File: config.mk
export PLATFORM = sky130hd
export DESIGN_NAME = rx_stage_4b
export DESIGN_NICKNAME = d
export VERILOG_FILES = /design/src/rtl/rx_stage_4b.sv
export SDC_FILE = /design/constraint.sdc
export NUM_CORES = 1
export LEC_CHECK = 0
export CAP_MARGIN = 20
export CORE_MARGIN = 10
export CORE_UTILIZATION = 50
export CTS_CLUSTER_DIAMETER = 60
export DETAILED_ROUTE_END_ITERATION = 12
export PLACE_DENSITY = 0.83
export SYNTH_ARGS = -nofsm -noshare
export SYNTH_HDL_FRONTEND = slang
export SYNTH_SLANG_ARGS = --single-unit
File: constraint.sdc
create_clock -name clk -period 2.4 [get_ports clk]
set_input_delay 0.36 -clock clk [delete_from_list [all_inputs] [get_ports clk]]
set_output_delay 0.36 -clock clk [all_outputs]
set_load 0.02 [all_outputs]
File: src/rtl/rx_stage_4b.sv
// Nibble-serial instruction receiver: assembles op/a1/a2/b1/b2 frames and holds
// each frame until the decode stage accepts it. Also resyncs, times out and counts frames.
module rx_stage_4b #(
  parameter int unsigned TIMEOUT_CYCLES = 16
) (
  input  logic       clk,
  input  logic       rst_n,
  input  logic       in_valid,
  input  logic       in_start,
  input  logic [3:0] in_data,
  output logic       in_ready,
  input  logic       alu_ready_in,
  output logic       rx_valid_out,
  output logic [3:0] op,
  output logic [3:0] a1,
  output logic [3:0] a2,
  output logic [3:0] b1,
  output logic [3:0] b2,
  output logic       frame_err,
  output logic [7:0] frame_cnt
);

  typedef enum logic [1:0] {IDLE, COLLECT, HOLD} state_t;

  localparam logic [7:0] TMO_LIMIT = 8'(TIMEOUT_CYCLES);

  state_t          state_reg, state_next;
  logic [2:0]      idx_reg, idx_next;
  logic [7:0]      tmo_reg, tmo_next;
  logic            err_reg, err_next;
  logic [7:0]      cnt_reg, cnt_next;
  logic            accept;
  logic            timeout_hit;
  logic            wr_field;
  logic [2:0]      wr_sel;
  logic [4:0]      field_we;
  logic [4:0][3:0] field_q;

  assign accept      = in_valid & in_ready;
  assign timeout_hit = (TMO_LIMIT != 8'd0) && ((tmo_reg + 8'd1) == TMO_LIMIT);

  // State register
  always_ff @(posedge clk or negedge rst_n) begin
    if (!rst_n) begin
      state_reg <= IDLE;
    end else begin
      state_reg <= state_next;
    end
  end

  // Next-state logic
  always_comb begin
    state_next = state_reg;
    case (state_reg)
      IDLE: begin
        if (accept && in_start) state_next = COLLECT;
      end
      COLLECT: begin
        if (accept && !in_start && idx_reg == 3'd4) state_next = HOLD;
        else if (!accept && timeout_hit)            state_next = IDLE;
      end
      HOLD: begin
        if (alu_ready_in) state_next = IDLE;
      end
      default: state_next = IDLE;
    endcase
  end

  // Outputs decoded from state
  always_comb begin
    in_ready     = rst_n & (state_reg != HOLD);
    rx_valid_out = (state_reg == HOLD);
  end

  // Datapath control: index, timeout, error and frame counter
  always_comb begin
    idx_next = idx_reg;
    tmo_next = tmo_reg;
    err_next = 1'b0;
    cnt_next = cnt_reg;
    wr_field = 1'b0;
    wr_sel   = 3'd0;
    case (state_reg)
      IDLE: begin
        if (accept) begin
          if (in_start) begin
            wr_field = 1'b1;
            idx_next = 3'd1;
            tmo_next = 8'd0;
          end else begin
            err_next = 1'b1;
          end
        end
      end
      COLLECT: begin
        if (accept) begin
          tmo_next = 8'd0;
          wr_field = 1'b1;
          if (in_start) begin
            err_next = 1'b1;
            idx_next = 3'd1;
          end else begin
            wr_sel   = idx_reg;
            // Index drops back to 0 on frame completion so it never exceeds 4
            idx_next = (idx_reg == 3'd4) ? 3'd0 : idx_reg + 3'd1;
          end
        end else if (timeout_hit) begin
          err_next = 1'b1;
          tmo_next = 8'd0;
          idx_next = 3'd0;
        end else if (TMO_LIMIT != 8'd0) begin
          tmo_next = tmo_reg + 8'd1;
        end
      end
      HOLD: begin
        if (alu_ready_in) cnt_next = cnt_reg + 8'd1;
      end
      default: ;
    endcase
  end

  always_ff @(posedge clk or negedge rst_n) begin
    if (!rst_n) begin
      idx_reg <= 3'd0;
      tmo_reg <= 8'd0;
      err_reg <= 1'b0;
      cnt_reg <= 8'd0;
    end else begin
      idx_reg <= idx_next;
      tmo_reg <= tmo_next;
      err_reg <= err_next;
      cnt_reg <= cnt_next;
    end
  end

  // One register per field; field 0 is op, fields 1..4 are a1, a2, b1, b2
  genvar gi;
  generate
    for (gi = 0; gi < 5; gi++) begin : g_field
      logic [3:0] nib_reg;
      assign field_we[gi] = wr_field && (wr_sel == 3'(gi));
      always_ff @(posedge clk or negedge rst_n) begin
        if (!rst_n) begin
          nib_reg <= 4'd0;
        end else if (field_we[gi]) begin
          nib_reg <= in_data;
        end
      end
      assign field_q[gi] = nib_reg;
    end
  endgenerate

  assign op        = field_q[0];
  assign a1        = field_q[1];
  assign a2        = field_q[2];
  assign b1        = field_q[3];
  assign b2        = field_q[4];
  assign frame_err = err_reg;
  assign frame_cnt = cnt_reg;

endmodule

==> impl_metrics.json <==
{
  "p_switching_uw": 968.1,
  "antenna_found_initial": 0,
  "final_cell_mix": "dfrtp_1, clkdlybuf4s50_1, mux2_2",
  "startpoint_type": "input port",
  "drt_iter0_drc": 93,
  "worstPathArrival_ns": 1.93,
  "hold_ws_ns": 0.4631,
  "ys_ff_latch": 42,
  "r2r_start": "state_reg[1]$_DFFE_PN0P_",
  "grt_use_total_pct": 14.12,
  "cts_setup_buffers": 0,
  "skew_ns": 0.01266,
  "ir_drop_mv": 0.8309,
  "crit_required_ns": 2.04,
  "path_class": "in -> out",
  "slew_viol_final": 0,
  "syn_inst": 166,
  "run_status": "finished clean",
  "internal_power_mw": 1.684,
  "wire_per_inst_um": 17.31,
  "ios": 40,
  "pwr-share-comb_pct": 40.9,
  "powerDensity_nw_per_um2": 1060,
  "die_h_um": 82.60,
  "via_per_inst": 5.563,
  "grt_max_degree": 18,
  "layout_min_cycle_time_ns": 2.290,
  "clock_latency_ns": 0.30,
  "final_cell_area_sq_um": 2502,
  "endpoint_kind": "output pin",
  "layout-drive-gt1-share_pct": 16.43,
  "period_share_pct": 95.43,
  "cts_buffer_depth": 2,
  "swShare_pct": 36.50,
  "initial_utilization_pct": 52.73,
  "vias": 1452,
  "port_buffers": 39,
  "cts_tree": "yes",
  "cts_hold_buf": 1,
  "grt_pass1_wl_um": 7452,
  "synth_cell_type_count": 38,
  "yosysWarnings": 0,
  "hold_violations": 0,
  "r2r_slack_ns": 0.46,
  "timing.fmax_mhz": 436.6,
  "drt-total-wl_um": 4518,
  "cp-startpoint": "rst_n",
  "cts_buffers": 5,
  "finalSetupViolCount": 0,
  "syn_nets": 179,
  "yosysSeqAreaShare_pct": 53.64,
  "max_cap_viol_count": 0,
  "route.detailed.drc": 0,
  "worst_slew_pin_slew_ns": 0.5070,
  "first_global_vias": 1516,
  "grt.overflow.total": 0,
  "htreeDepth": 2,
  "hp-class": "in -> async",
  "crit_fanout": 15,
  "clk_pin_slew_ns": 0.08,
  "design.die.area_sq_um": 6823,
  "crit_end": "in_ready",
  "timing.rr.end": "b1[2]$_DFFE_PN0P_",
  "tns_ns": 0,
  "cts_sinks": 42,
  "reg2regPathDepth": 4,
  "hpwl_um": 3358,
  "area_growth_pct": 27.71,
  "layout_commonest_cell": "dfrtp_1",
  "die_w_um": 82.60,
  "cts_resized": 0,
  "power.share.clock_pct": 17.8,
  "drtAntennaViolNets": 0,
  "avgSynthCellArea_sq_um": 11.80,
  "cellLeakagePower_nw": 1.070,
  "n_antenna_cell": 0,
  "dr.pass1.iters": 4,
  "gp_congestion": 0.8429,
  "dpl_cell_area_sq_um": 2401,
  "seq_power_share_pct": 41.4,
  "root_buffer": "clkbuf_8",
  "utilization_pct": 67.34,
  "netlist_area_sq_um": 1959,
  "coreArea_sq_um": 3716,
  "slew_headroom_pct": 65.84,
  "final_nets": 225,
  "rows": 22,
  "rsz0062_at_grt": "false"
}
-- critical path, cell delays in order --
cell	delay [ns]
dlygate4sd3_1	0.52
buf_2	0.28
and2_1	0.17
clkdlybuf4s50_1	0.60
-- cell usage after synthesis, drive strengths merged --
cell type | n | area (sq um)
o21a | 1 | 7.510
dfrtp | 42 | 1051
ha | 4 | 50.05
mux2 | 20 | 225.2
o221a | 1 | 11.26
and4b | 1 | 10.01
nor3 | 4 | 31.28
a22o | 3 | 26.28
a22oi | 1 | 7.510
a21oi | 5 | 25.02
nor2 | 5 | 21.27
nand2 | 13 | 48.80
buf | 1 | 11.26
clkbuf | 2 | 7.510
and2 | 3 | 18.77
nand4b | 1 | 8.760
nand2b | 1 | 6.260
inv | 6 | 22.52
a211oi | 3 | 22.52
nand4 | 7 | 43.79
o21bai | 1 | 7.510
o22ai | 3 | 18.77
nor2b | 1 | 6.260
nor4 | 1 | 21.27
xnor2 | 9 | 78.83
nand3b | 1 | 7.510
mux2i | 1 | 10.01
o211ai | 3 | 22.52
or2b | 1 | 7.510
nand3 | 8 | 40.04
nor4b | 1 | 8.760
or3 | 2 | 17.52
o21ai | 7 | 35.03
and3 | 2 | 12.51
and4 | 1 | 8.760
-- stage by stage --
step | power [mW] | cells | setup slack, ns
global route | 2.818 | 261 | 0.001445
finish | 2.652 | 261 | 0.1097
floorplan | 1.704 | 166 | 0.6736
global placement | 2.143 | 252 | 0.2479
CTS | 2.680 | 261 | 0.07226
detailed placement | 2.198 | 252 | 0.1974
-- cell families after synthesis --
group | synth area share, %
buffers and inverters | 2.107
xor gates and xnor gates | 4.023
adders and majority gates | 2.554
DFF | 53.64
muxes | 12.01
and+or+nand+nor | 16.28
AOI/OAI and AO/OA | 9.387
-- area by class of cell --
class                           instances  area (sq um)
Sequential cell                        42          1051
Tap cell                               48         60.06
Multi-Input combinational cell        115         867.1
Timing Repair Buffer                   42         410.4
Clock buffer                            7         86.33
Inverter                                6         22.52
Clock inverter                          1         5.005
Fill cell                             290          1214
-- how the worst min path moves through the flow --
stage	startpoint	to	cells past startpoint
2_1_floorplan	rst_n	a1[0]$_DFFE_PN0P_	0
3_3_place_gp	rst_n	frame_err$_DFF_PN0_	1
3_5_place_dp	rst_n	frame_err$_DFF_PN0_	1
4_1_cts	rst_n	frame_cnt[7]$_DFFE_PN0P_	2
5_1_grt	rst_n	frame_err$_DFF_PN0_	2
6_report	rst_n	frame_err$_DFF_PN0_	2
-- routing by layer --
metal	share of wire, %	track usage, %	routed length [um]
met1	43	17.45	1944
met3	10	7.235	468
met2	46	21.38	2063
met4	0.91	3.679	41
met5	0	0	0
-- power groups by stage --
stage	registers, mW	logic, mW	clock network [mW]
global placement	1.09	1.05	0
CTS	1.10	1.10	0.483
detailed placement	1.11	1.09	0
global route	1.13	1.18	0.514
floorplan	1.28	0.428	0
finish	1.10	1.08	0.471
Note: power is estimated with default switching activity, not from simulation.
